### src/rtl/a7link_sequencer.sv
`timescale 1ns/1ps
// Hardware sequencer for one read/write transaction over the serial link to the remote bus FSM:
// serializes a 5-frame command, collects the framed reply, reports data, status and timeout.
module a7link_sequencer #(
  parameter int unsigned TIMEOUT = 4096,
  parameter int unsigned GAP     = 2
) (
  input  logic        clk,
  input  logic        rst,
  input  logic        req,
  input  logic        req_wr,
  input  logic [15:0] req_addr,
  input  logic [15:0] req_wdata,
  output logic        busy,
  output logic        done,
  output logic [15:0] rd_data,
  output logic [7:0]  rd_status,
  output logic        timeout,
  output logic        ser_out,
  input  logic        ser_in,
  output logic [15:0] n_txn,
  output logic [15:0] n_tmo
);

  localparam int unsigned TW = $clog2(TIMEOUT + 1);
  localparam int unsigned GW = (GAP > 1) ? $clog2(GAP) : 1;
  localparam logic [TW-1:0] TMO_LAST = TW'(TIMEOUT - 1);
  localparam logic [GW-1:0] GAP_LAST = (GAP > 0) ? GW'(GAP - 1) : '0;

  typedef enum logic [2:0] {
    S_IDLE, S_LOAD, S_SEND, S_GAPW, S_WAITR, S_RECV, S_FIN
  } state_t;

  state_t         state_q, state_d;
  logic           wr_q, wr_d;
  logic [15:0]    addr_q, addr_d;
  logic [15:0]    wdata_q, wdata_d;
  logic [2:0]     frm_q, frm_d;
  logic [3:0]     bit_q, bit_d;
  logic [GW-1:0]  gap_q, gap_d;
  logic [TW-1:0]  tmo_q, tmo_d;
  logic           ser_out_q, ser_out_d;
  logic           sin_q;
  logic [11:0]    rx_sr_q, rx_sr_d;
  logic [1:0]     rx_cnt_q, rx_cnt_d;
  logic [7:0]     hi_q, hi_d;
  logic [7:0]     lo_q, lo_d;
  logic [15:0]    rd_data_q, rd_data_d;
  logic [7:0]     rd_status_q, rd_status_d;
  logic           timeout_q, timeout_d;
  logic [15:0]    n_txn_q, n_txn_d;
  logic [15:0]    n_tmo_q, n_tmo_d;

  logic [7:0]     cur_byte;
  logic [11:0]    cur_frame;
  logic           frame_end, last_frame, gap_end;
  logic           in_rx, rx_det, rx_flag, rx_end, tmo_hit;
  logic [7:0]     rx_byte;

  always_comb begin
    case (frm_q)
      3'd0:    cur_byte = addr_q[15:8];
      3'd1:    cur_byte = addr_q[7:0];
      3'd2:    cur_byte = wr_q ? wdata_q[15:8] : 8'h00;
      3'd3:    cur_byte = wr_q ? wdata_q[7:0]  : 8'h00;
      default: cur_byte = wr_q ? 8'h02 : 8'h01;
    endcase
  end

  assign cur_frame  = {1'b1, (frm_q == 3'd4), cur_byte, 2'b00};
  assign frame_end  = (state_q == S_SEND) && (bit_q == 4'd11);
  assign last_frame = (frm_q == 3'd4);
  assign gap_end    = (state_q == S_GAPW) && (gap_q == GAP_LAST);

  assign in_rx   = (state_q == S_WAITR) || (state_q == S_RECV);
  assign rx_det  = rx_sr_q[11] && (rx_sr_q[1:0] == 2'b00);
  assign rx_flag = rx_sr_q[10];
  assign rx_byte = rx_sr_q[9:2];
  assign rx_end  = in_rx && rx_det && rx_flag;
  assign tmo_hit = in_rx && !rx_end && (tmo_q == TMO_LAST);

  always_ff @(posedge clk) begin
    if (rst) begin
      state_q     <= S_IDLE;
      wr_q        <= 1'b0;
      addr_q      <= '0;
      wdata_q     <= '0;
      frm_q       <= '0;
      bit_q       <= '0;
      gap_q       <= '0;
      tmo_q       <= '0;
      ser_out_q   <= 1'b0;
      sin_q       <= 1'b0;
      rx_sr_q     <= '0;
      rx_cnt_q    <= '0;
      hi_q        <= '0;
      lo_q        <= '0;
      rd_data_q   <= '0;
      rd_status_q <= '0;
      timeout_q   <= 1'b0;
      n_txn_q     <= '0;
      n_tmo_q     <= '0;
    end else begin
      state_q     <= state_d;
      wr_q        <= wr_d;
      addr_q      <= addr_d;
      wdata_q     <= wdata_d;
      frm_q       <= frm_d;
      bit_q       <= bit_d;
      gap_q       <= gap_d;
      tmo_q       <= tmo_d;
      ser_out_q   <= ser_out_d;
      sin_q       <= ser_in;
      rx_sr_q     <= rx_sr_d;
      rx_cnt_q    <= rx_cnt_d;
      hi_q        <= hi_d;
      lo_q        <= lo_d;
      rd_data_q   <= rd_data_d;
      rd_status_q <= rd_status_d;
      timeout_q   <= timeout_d;
      n_txn_q     <= n_txn_d;
      n_tmo_q     <= n_tmo_d;
    end
  end

  always_comb begin
    state_d = state_q;
    case (state_q)
      S_IDLE:  if (req) state_d = S_LOAD;
      S_LOAD:  state_d = S_SEND;
      S_SEND: begin
        if (frame_end) begin
          if (last_frame)    state_d = S_WAITR;
          else if (GAP == 0) state_d = S_SEND;
          else               state_d = S_GAPW;
        end
      end
      S_GAPW:  if (gap_end) state_d = S_SEND;
      S_WAITR: begin
        if (rx_end || tmo_hit) state_d = S_FIN;
        else if (rx_det)       state_d = S_RECV;
      end
      S_RECV:  if (rx_end || tmo_hit) state_d = S_FIN;
      S_FIN:   state_d = S_IDLE;
      default: state_d = S_IDLE;
    endcase
  end

  // ser_out_q always carries the bit selected by bit_q, so every frame entry loads the start bit.
  always_comb begin
    wr_d        = wr_q;
    addr_d      = addr_q;
    wdata_d     = wdata_q;
    frm_d       = frm_q;
    bit_d       = bit_q;
    gap_d       = gap_q;
    tmo_d       = tmo_q;
    ser_out_d   = 1'b0;
    rx_cnt_d    = rx_cnt_q;
    hi_d        = hi_q;
    lo_d        = lo_q;
    rd_data_d   = rd_data_q;
    rd_status_d = rd_status_q;
    timeout_d   = timeout_q;
    n_txn_d     = n_txn_q;
    n_tmo_d     = n_tmo_q;
    rx_sr_d     = rx_det ? {11'b0, sin_q} : {rx_sr_q[10:0], sin_q};

    case (state_q)
      S_IDLE: begin
        if (req) begin
          wr_d    = req_wr;
          addr_d  = req_addr;
          wdata_d = req_wdata;
        end
      end
      S_LOAD: begin
        frm_d     = '0;
        bit_d     = '0;
        tmo_d     = '0;
        rx_cnt_d  = '0;
        hi_d      = '0;
        lo_d      = '0;
        ser_out_d = 1'b1;
      end
      S_SEND: begin
        if (frame_end) begin
          bit_d = '0;
          gap_d = '0;
          if (!last_frame && (GAP == 0)) begin
            frm_d     = frm_q + 3'd1;
            ser_out_d = 1'b1;
          end
        end else begin
          bit_d     = bit_q + 4'd1;
          ser_out_d = cur_frame[4'd10 - bit_q];
        end
      end
      S_GAPW: begin
        gap_d = gap_q + GW'(1);
        if (gap_end) begin
          frm_d     = frm_q + 3'd1;
          bit_d     = '0;
          ser_out_d = 1'b1;
        end
      end
      S_WAITR, S_RECV: begin
        tmo_d = tmo_q + TW'(1);
        if (rx_end) begin
          // Missing data bytes of a short reply read back as zero because LOAD cleared them.
          rd_data_d   = {hi_q, lo_q};
          rd_status_d = rx_byte;
          timeout_d   = 1'b0;
        end else if (tmo_hit) begin
          rd_data_d   = 16'hFFFF;
          rd_status_d = 8'hFF;
          timeout_d   = 1'b1;
        end else if (rx_det) begin
          case (rx_cnt_q)
            2'd0: begin hi_d = rx_byte; rx_cnt_d = 2'd1; end
            2'd1: begin lo_d = rx_byte; rx_cnt_d = 2'd2; end
            default: rx_cnt_d = rx_cnt_q;
          endcase
        end
      end
      S_FIN: begin
        n_txn_d = n_txn_q + 16'd1;
        n_tmo_d = n_tmo_q + {15'b0, timeout_q};
      end
      default: ;
    endcase
  end

  always_comb begin
    busy      = (state_q != S_IDLE) && (state_q != S_FIN);
    done      = (state_q == S_FIN);
    rd_data   = rd_data_q;
    rd_status = rd_status_q;
    timeout   = timeout_q;
    ser_out   = ser_out_q;
    n_txn     = n_txn_q;
    n_tmo     = n_tmo_q;
  end

endmodule

### config.mk
export PLATFORM = sky130hd
export DESIGN_NAME = a7link_sequencer
export DESIGN_NICKNAME = d
export VERILOG_FILES = /design/src/rtl/a7link_sequencer.sv
export SDC_FILE = /design/constraint.sdc
export NUM_CORES = 1
export LEC_CHECK = 0
export CELL_PAD_IN_SITES_DETAIL_PLACEMENT = 1
export CELL_PAD_IN_SITES_GLOBAL_PLACEMENT = 1
export CORE_UTILIZATION = 45
export CTS_BUF_LIST = sky130_fd_sc_hd__clkbuf_8
export DETAILED_ROUTE_END_ITERATION = 10
export GPL_TIMING_DRIVEN = 0
export PLACE_DENSITY_LB_ADDON = 0.1
export RECOVER_POWER = 100
export SYNTH_ARGS = -nofsm -noshare
export SYNTH_HDL_FRONTEND = slang
export SYNTH_SLANG_ARGS = --single-unit
### constraint.sdc
create_clock -name clk -period 4.4 [get_ports clk]
set_clock_uncertainty 0.2 [all_clocks]
set_input_delay 0.44 -clock clk [delete_from_list [all_inputs] [get_ports clk]]
set_output_delay 0.44 -clock clk [all_outputs]
set_load 0.03 [all_outputs]
==> flow_metrics.env, run 1 <==
export IMPL_post_cts_resized=0
export IMPL_path_buf_inv=2
export IMPL_cell_pwr_density_nw_per_um2=411
export IMPL_tritoncts="yes"
export IMPL_setup_viol_count_final=0
export IMPL_stdcell_area_um2=7820
export IMPL_die_area_um2=14500
export IMPL_area_growth_from_synthesis_to_layout_pct=24.0
export IMPL_route_detailed_wl_per_inst_um=17.5
export IMPL_timing_hold_violations_final=0
export IMPL_global_route_overflow_total=0
export IMPL_numPlacedInstances=1022
export IMPL_coreArea_um2=13500
export IMPL_vias_per_cell=5.54
export IMPL_maxCapViolations=1
export IMPL_routed_via_count=5831
export IMPL_final_critical_path_setup_slack_ns=1.18
export IMPL_postCtsHoldBufs=0
export IMPL_cts_buffers=17
export IMPL_synth_edf_count=0
export IMPL_crit_path_end_kind="output port"
export IMPL_fillers=1633
export IMPL_timing_critical_path_cells="and2b_1 -> clkbuf_1 -> or3_1 -> dlygate4sd3_1"
export IMPL_total_power_mw=3.21
export IMPL_cpMaxStageDelayCell="sky130_fd_sc_hd__dlygate4sd3_1"
export IMPL_maxUsedRoutingLayer="met4"
export IMPL_crit_reg2reg_capture="lo_q[5]"
export IMPL_netSwitchingFraction=0.311
export IMPL_grt_pass1_wl_um=30300
export IMPL_worstMarginPinSlew_ns=1.54
export IMPL_place_congestion=0.847
export IMPL_detail_route_wirelength_um=18400
export IMPL_cts_max_path_buffers=2
export IMPL_detailedPlace_worstSlack_ns=1.76
export IMPL_setup_total_negative_slack_ns=0
export IMPL_route_antenna_remaining_nets=0
export IMPL_min_delay_path_class="reg -> reg"
export IMPL_setup_reg_to_reg_worst_slack_ns=1.44
export IMPL_clk_root_buffer_cell="sky130_fd_sc_hd__clkbuf_8"
export IMPL_synth_most_common_cell="sky130_fd_sc_hd__dfxtp_1"
export IMPL_synthesis_instances=750
export IMPL_num_rows=42
export IMPL_critical_path_max_stage_delay_ns=0.74
export IMPL_synthFlopType="sky130_fd_sc_hd__dfxtp_1"
export IMPL_switching_power_mw=0.998
export IMPL_pwr_share_comb=0.209
export IMPL_syn_cell_area_um2=6300
export IMPL_mean_post_synth_cell_area_um2=8.40
export IMPL_critical_path_top_delay_family="buffers and inverters"
export IMPL_cp_arrival_ns=2.58
export IMPL_crit_end="busy"
export IMPL_detailedPlacementHpwl_um=13300
export IMPL_dr_pass1_iters=4
export IMPL_synth_cell_count_leaders="146 x sky130_fd_sc_hd__dfxtp_1, 116 x sky130_fd_sc_hd__nand2_1, 89 x sky130_fd_sc_hd__nor2_1"
export IMPL_ys_types=61
export IMPL_post_cts_setup_buffers=0
export IMPL_clkLatencyLatePin_ns=0.47
export IMPL_slew_headroom=-0.0325
export IMPL_run_status="finished with violations"
export IMPL_yosys_warnings=0
export IMPL_initial_core_utilization=0.469
export IMPL_met2_wirelength_um=9580
export IMPL_stdcell_count=1052
export IMPL_path_depth=4
export IMPL_period_minus_slack_ns=3.22
export IMPL_floorplan_die_width_um=120
export IMPL_synth_seq_area_share=0.464
export IMPL_fmax_mhz=310
export IMPL_fraction_of_synthesis_flops_using_an_asynchronous_set_or_reset_pin=0
export IMPL_fp_dieH_um=120
export IMPL_power_frac_seq=0.451
export IMPL_m1WireLength_um=7780
export IMPL_port_buffers=96
export IMPL_drive_gt1_frac=0.0411
export IMPL_report_final_slew_viol_count=9
export IMPL_grt_use_total=0.267
export IMPL_pin_count_of_the_biggest_net_entering_global_routing=17
export IMPL_unrepaired_setup_endpoints_after_global_routing="false"
export IMPL_timing_rr_start="state_q[0]"
export IMPL_yosys_register_bits=146
export IMPL_worst_hold_slack_ns=0.263
export IMPL_met3WireLength_um=722
export IMPL_maximum_fanout_along_the_worst_path=10
export IMPL_finalCritPeriodShare=0.733
export IMPL_drc=0
export IMPL_num_nets_final=912
export IMPL_power_share_clock=0.340
export IMPL_synth_top_cell_by_area="sky130_fd_sc_hd__dfxtp_1"
export IMPL_dr_first_iter_drc_count=296
export IMPL_dpl_instance_area_um2=7480
export IMPL_floorplan_io_pins=97
export IMPL_path_depth_of_the_worst_reg2reg_path=5
export IMPL_diodes=0
export IMPL_failed_checks="capacitance limit, slew limit"
export IMPL_number_of_clock_sinks_seen_by_cts=146
export IMPL_depth_of_the_cts_h_tree=4
export IMPL_clk_pin_slew_worst_paths_ns=0.08
export IMPL_syn_nets=797
export IMPL_grt_antenna_before_repair=0
export IMPL_req_time_crit_path_ns=3.76
export IMPL_cp_start_kind="register"
export IMPL_synth_area_leaders="sky130_fd_sc_hd__dfxtp_1 46%, sky130_fd_sc_hd__nand2_1 6.9%, sky130_fd_sc_hd__nor2_1 5.3%"
export IMPL_layout_core_utilization=0.581
export IMPL_vdd_ir_drop_max_v=0.000254
export IMPL_cellInternalPower_mw=2.21
export IMPL_number_of_global_route_vias_before_repair=6088
export IMPL_crit_start="state_q[2]"
export IMPL_synth_largest_type_area_fraction=0.464
export IMPL_path_class="reg -> out"
export IMPL_cellLeakagePower_nw=3.06
[cells in the final DEF, fill, tap and decap left out, types with 20 or more instances in the layout]
cell	instances
sky130_fd_sc_hd__nand3_1	29
sky130_fd_sc_hd__dlygate4sd3_1	61
sky130_fd_sc_hd__nand2_1	116
sky130_fd_sc_hd__nor2_1	89
sky130_fd_sc_hd__a21oi_1	49
sky130_fd_sc_hd__clkdlybuf4s50_1	35
sky130_fd_sc_hd__mux2i_1	20
sky130_fd_sc_hd__clkbuf_1	46
sky130_fd_sc_hd__dfxtp_1	146
sky130_fd_sc_hd__nor3_1	60
[cell families (layout without fill, tap and decap cells)]
family,count (synthesis),after routing,synth area share
AOI/OAI and AO/OA,118,118,0.122
and+or+nand+nor,366,366,0.278
adders and majority gates,10,10,0.0198
DFF,146,146,0.464
muxes,23,23,0.0371
buffers and inverters,59,185,0.0399
xor gates and xnor gates,28,28,0.0389
[worst register-to-register path, cell delays in order (launching register included)]
cell and delay [ns]:
sky130_fd_sc_hd__dfxtp_1 0.39, sky130_fd_sc_hd__buf_1 0.36, sky130_fd_sc_hd__nand2b_1 0.29, sky130_fd_sc_hd__o31a_1 0.18, sky130_fd_sc_hd__nor3_1 1.16, sky130_fd_sc_hd__mux2i_1 0.22
[cell type report]
type | instances | area (um2) | share of cell area
plain buffers | 48 | 188 | 0.0240
clock buffers | 19 | 262 | 0.0335
clock inverters | 11 | 139 | 0.0178
inverters | 11 | 41.3 | 0.00528
multi-input cells | 545 | 3080 | 0.394
flip-flops and latches | 146 | 2920 | 0.374
well taps | 176 | 220 | 0.0282
repair buffers | 96 | 961 | 0.123
[power by group through the flow]
stage / Clock, mW / Combinational, mW / Sequential, mW
finish: 1.09 / 0.670 / 1.45
global route: 1.17 / 0.736 / 1.45
CTS: 1.10 / 0.692 / 1.44
detailed placement: 0 / 0.676 / 1.47
global placement: 0 / 0.652 / 1.47
floorplan: 0 / 0.468 / 1.46
[registers in the layout, indices dropped and copies added (netlist names), 8 cells and up]
register   flops
rx_sr_q       12
n_txn         16
lo_q           8
n_tmo         16
rd_status      8
rd_data       16
wdata_q       16
hi_q           8
tmo_q         13
addr_q        16
[metal layers]
| metal | track usage | up-vias |
|---|---|---|
| li1 | - | 2830 |
| met1 | 0.301 | 2860 |
| met2 | 0.491 | 119 |
| met3 | 0.0538 | 22 |
| met4 | 0.103 | 0 |
| met5 | 0 | - |
[how the worst min path moves through the flow]
stage / from / endpoint / cells past startpoint
2_1_floorplan: sin_q / rx_sr_q[0] / 1
3_3_place_gp: sin_q / rx_sr_q[0] / 1
3_5_place_dp: sin_q / rx_sr_q[0] / 1
4_1_cts: wdata_q[9] / wdata_q[9] / 2
5_1_grt: sin_q / rx_sr_q[0] / 1
6_report: addr_q[14] / addr_q[14] / 2
No activity file was read; power rests on OpenSTA's default activity.
==> run 2: changes to the inputs <==
--- a/config.mk
+++ b/config.mk
@@ -7,7 +7,7 @@
 export LEC_CHECK = 0
 export CELL_PAD_IN_SITES_DETAIL_PLACEMENT = 1
 export CELL_PAD_IN_SITES_GLOBAL_PLACEMENT = 1
-export CORE_UTILIZATION = 45
+export CORE_UTILIZATION = 42
 export CTS_BUF_LIST = sky130_fd_sc_hd__clkbuf_8
 export DETAILED_ROUTE_END_ITERATION = 10
 export GPL_TIMING_DRIVEN = 0
==> constraint.sdc (replaced) <==
create_clock -name clk -period 3.3 [get_ports clk]
set_clock_uncertainty 0.2 [all_clocks]
set_input_delay 0.33 -clock clk [delete_from_list [all_inputs] [get_ports clk]]
set_output_delay 0.33 -clock clk [all_outputs]
set_load 0.03 [all_outputs]
==> flow_metrics.env, run 2 (same netlist as run 1, synthesis figures left out) <==
export IMPL_routed_via_count=5736
export IMPL_coreArea_um2=14600
export IMPL_vias_per_cell=5.40
export IMPL_cp_start_kind="register"
export IMPL_depth_of_the_cts_h_tree=4
export IMPL_grt_pass1_wl_um=29900
export IMPL_vdd_ir_drop_max_v=0.000459
export IMPL_diodes=0
export IMPL_timing_critical_path_cells="and2b_1 -> clkbuf_1 -> or3_1 -> dlygate4sd3_1"
export IMPL_tritoncts="yes"
export IMPL_area_growth_from_synthesis_to_layout_pct=24.7
export IMPL_stdcell_count=1062
export IMPL_clk_root_buffer_cell="sky130_fd_sc_hd__clkbuf_8"
export IMPL_cellLeakagePower_nw=3.09
export IMPL_detailedPlacementHpwl_um=13300
export IMPL_unrepaired_setup_endpoints_after_global_routing="false"
export IMPL_num_nets_final=912
export IMPL_multi_input_area_um2=3080
export IMPL_path_class="reg -> out"
export IMPL_critical_path_max_stage_delay_ns=0.74
export IMPL_pin_count_of_the_biggest_net_entering_global_routing=17
export IMPL_numPlacedInstances=1030
export IMPL_initial_core_utilization=0.432
export IMPL_global_route_overflow_total=0
export IMPL_fp_dieH_um=125
export IMPL_setup_viol_count_final=0
export IMPL_cts_max_path_buffers=2
export IMPL_num_rows=44
export IMPL_maxCapViolations=1
export IMPL_run_status="finished with violations"
export IMPL_crit_reg2reg_capture="lo_q[1]"
export IMPL_timing_rr_start="state_q[0]"
export IMPL_setup_reg_to_reg_worst_slack_ns=0.41
export IMPL_maximum_fanout_along_the_worst_path=10
export IMPL_total_power_mw=4.37
export IMPL_floorplan_io_pins=97
export IMPL_cell_pwr_density_nw_per_um2=556
export IMPL_min_delay_path_class="in -> reg"
export IMPL_grt_antenna_before_repair=0
export IMPL_post_cts_setup_buffers=0
export IMPL_report_final_slew_viol_count=0
export IMPL_slew_headroom=0.0118
export IMPL_path_buf_inv=2
export IMPL_cpMaxStageDelayCell="sky130_fd_sc_hd__dlygate4sd3_1"
export IMPL_number_of_global_route_vias_before_repair=6181
export IMPL_min_from="req_addr[12]"
export IMPL_floorplan_die_width_um=125
export IMPL_die_area_um2=15500
export IMPL_number_of_clock_sinks_seen_by_cts=146
export IMPL_min_path_cells=3
export IMPL_timing_hold_violations_final=0
export IMPL_clk_pin_slew_worst_paths_ns=0.08
export IMPL_detail_route_wirelength_um=17900
export IMPL_crit_path_end_kind="output port"
export IMPL_min_delay_worst_endpoint="addr_q[12]"
export IMPL_setup_total_negative_slack_ns=0
export IMPL_layout_core_utilization=0.539
export IMPL_drc=0
export IMPL_period_minus_slack_ns=3.00
export IMPL_top_library_cells_by_usage_in_the_layout_fill_and_taps_aside="146 x sky130_fd_sc_hd__dfxtp_1, 116 x sky130_fd_sc_hd__nand2_1, 89 x sky130_fd_sc_hd__nor2_1"
export IMPL_clkLatencyLatePin_ns=0.45
export IMPL_dr_first_iter_drc_count=243
export IMPL_fmax_mhz=333
export IMPL_cts_buffers=17
export IMPL_route_detailed_wl_per_inst_um=16.8
export IMPL_path_depth_of_the_worst_reg2reg_path=5
export IMPL_postCtsHoldBufs=0
export IMPL_place_congestion=0.845
export IMPL_finalCritPeriodShare=0.910
export IMPL_post_cts_resized=0
export IMPL_final_seq_area_um2=2920
export IMPL_failed_checks="capacitance limit"
export IMPL_critical_path_top_delay_family="buffers and inverters"
export IMPL_req_time_crit_path_ns=2.77
export IMPL_path_depth=4
export IMPL_fillers=1734
export IMPL_mostFrequentLayoutCell="sky130_fd_sc_hd__dfxtp_1"
export IMPL_route_antenna_remaining_nets=0
export IMPL_dr_pass1_iters=4
export IMPL_grt_use_total=0.240
export IMPL_port_buffers=96
export IMPL_drive_gt1_frac=0.0421
export IMPL_cp_arrival_ns=2.47
export IMPL_worstMarginPinSlew_ns=1.47
## run 2: cell types whose count changed in the layout (fill, tap and decap cells not counted), sizes merged
cell	change
buf	-1
bufinv	+1
clkbuf	+2
clkinv	+1
clkinvlp	-2
inv	+1
## run 2: how the worst max path moves through the flow
stage	to	startpoint
CTS	busy	state_q[2]
floorplan	ser_out	frm_q[0]
global placement	ser_out	frm_q[0]
global route	busy	state_q[2]
detailed placement	ser_out	frm_q[0]
finish	busy	state_q[2]
## run 2: final cells by class
cell class | count | area share
Multi-Input combinational cell | 545 | 0.392
Sequential cell | 146 | 0.372
Timing Repair Buffer | 96 | 0.122
Clock buffer | 20 | 0.0350
Tap cell | 184 | 0.0293
Buffer | 48 | 0.0239
Clock inverter | 12 | 0.0207
Inverter | 11 | 0.00525
## run 2: per-stage QoR
stage | instance area, um2 | hold slack, ns | setup slack, ns
global placement | 7490 | 0.239 | 0.786
finish | 7860 | 0.224 | 0.297
global route | 7860 | 0.207 | 0.129
detailed placement | 7490 | 0.245 | 0.763
CTS | 7930 | 0.205 | 0.326
floorplan | 6300 | 0.214 | 1.05
## run 2: routing by layer
layer | GRT usage | part of all wire | up-vias
li1 | - | - | 2830
met1 | 0.284 | 0.45 | 2779
met2 | 0.426 | 0.50 | 104
met4 | 0.0801 | 0.017 | 0
met5 | 0 | 0 | -
met3 | 0.0520 | 0.033 | 23
## run 2: power by group
part,internal [mW],total [mW],switching (mW)
clock,0.875,1.56,0.688
sequential,1.86,1.93,0.0690
combinational,0.319,0.880,0.561
total,3.05,4.37,1.32
## run 2: worst min-delay path: stages
cell and delay (ns):
sky130_fd_sc_hd__clkdlybuf4s50_1 0.40, sky130_fd_sc_hd__nand2_1 0.06, sky130_fd_sc_hd__a21oi_1 0.05
==> run 3: changes to the inputs <==
--- a/config.mk
+++ b/config.mk
@@ -9,10 +9,12 @@
 export CELL_PAD_IN_SITES_GLOBAL_PLACEMENT = 1
 export CORE_UTILIZATION = 42
 export CTS_BUF_LIST = sky130_fd_sc_hd__clkbuf_8
+export CTS_CLUSTER_DIAMETER = 120
 export DETAILED_ROUTE_END_ITERATION = 10
 export GPL_TIMING_DRIVEN = 0
 export PLACE_DENSITY_LB_ADDON = 0.1
 export RECOVER_POWER = 100
+export SLEW_MARGIN = 0
 export SYNTH_ARGS = -nofsm -noshare
 export SYNTH_HDL_FRONTEND = slang
 export SYNTH_SLANG_ARGS = --single-unit
==> results of run 3 <==
Same layout as run 2: the final DEF is identical, and so are final timing and power.
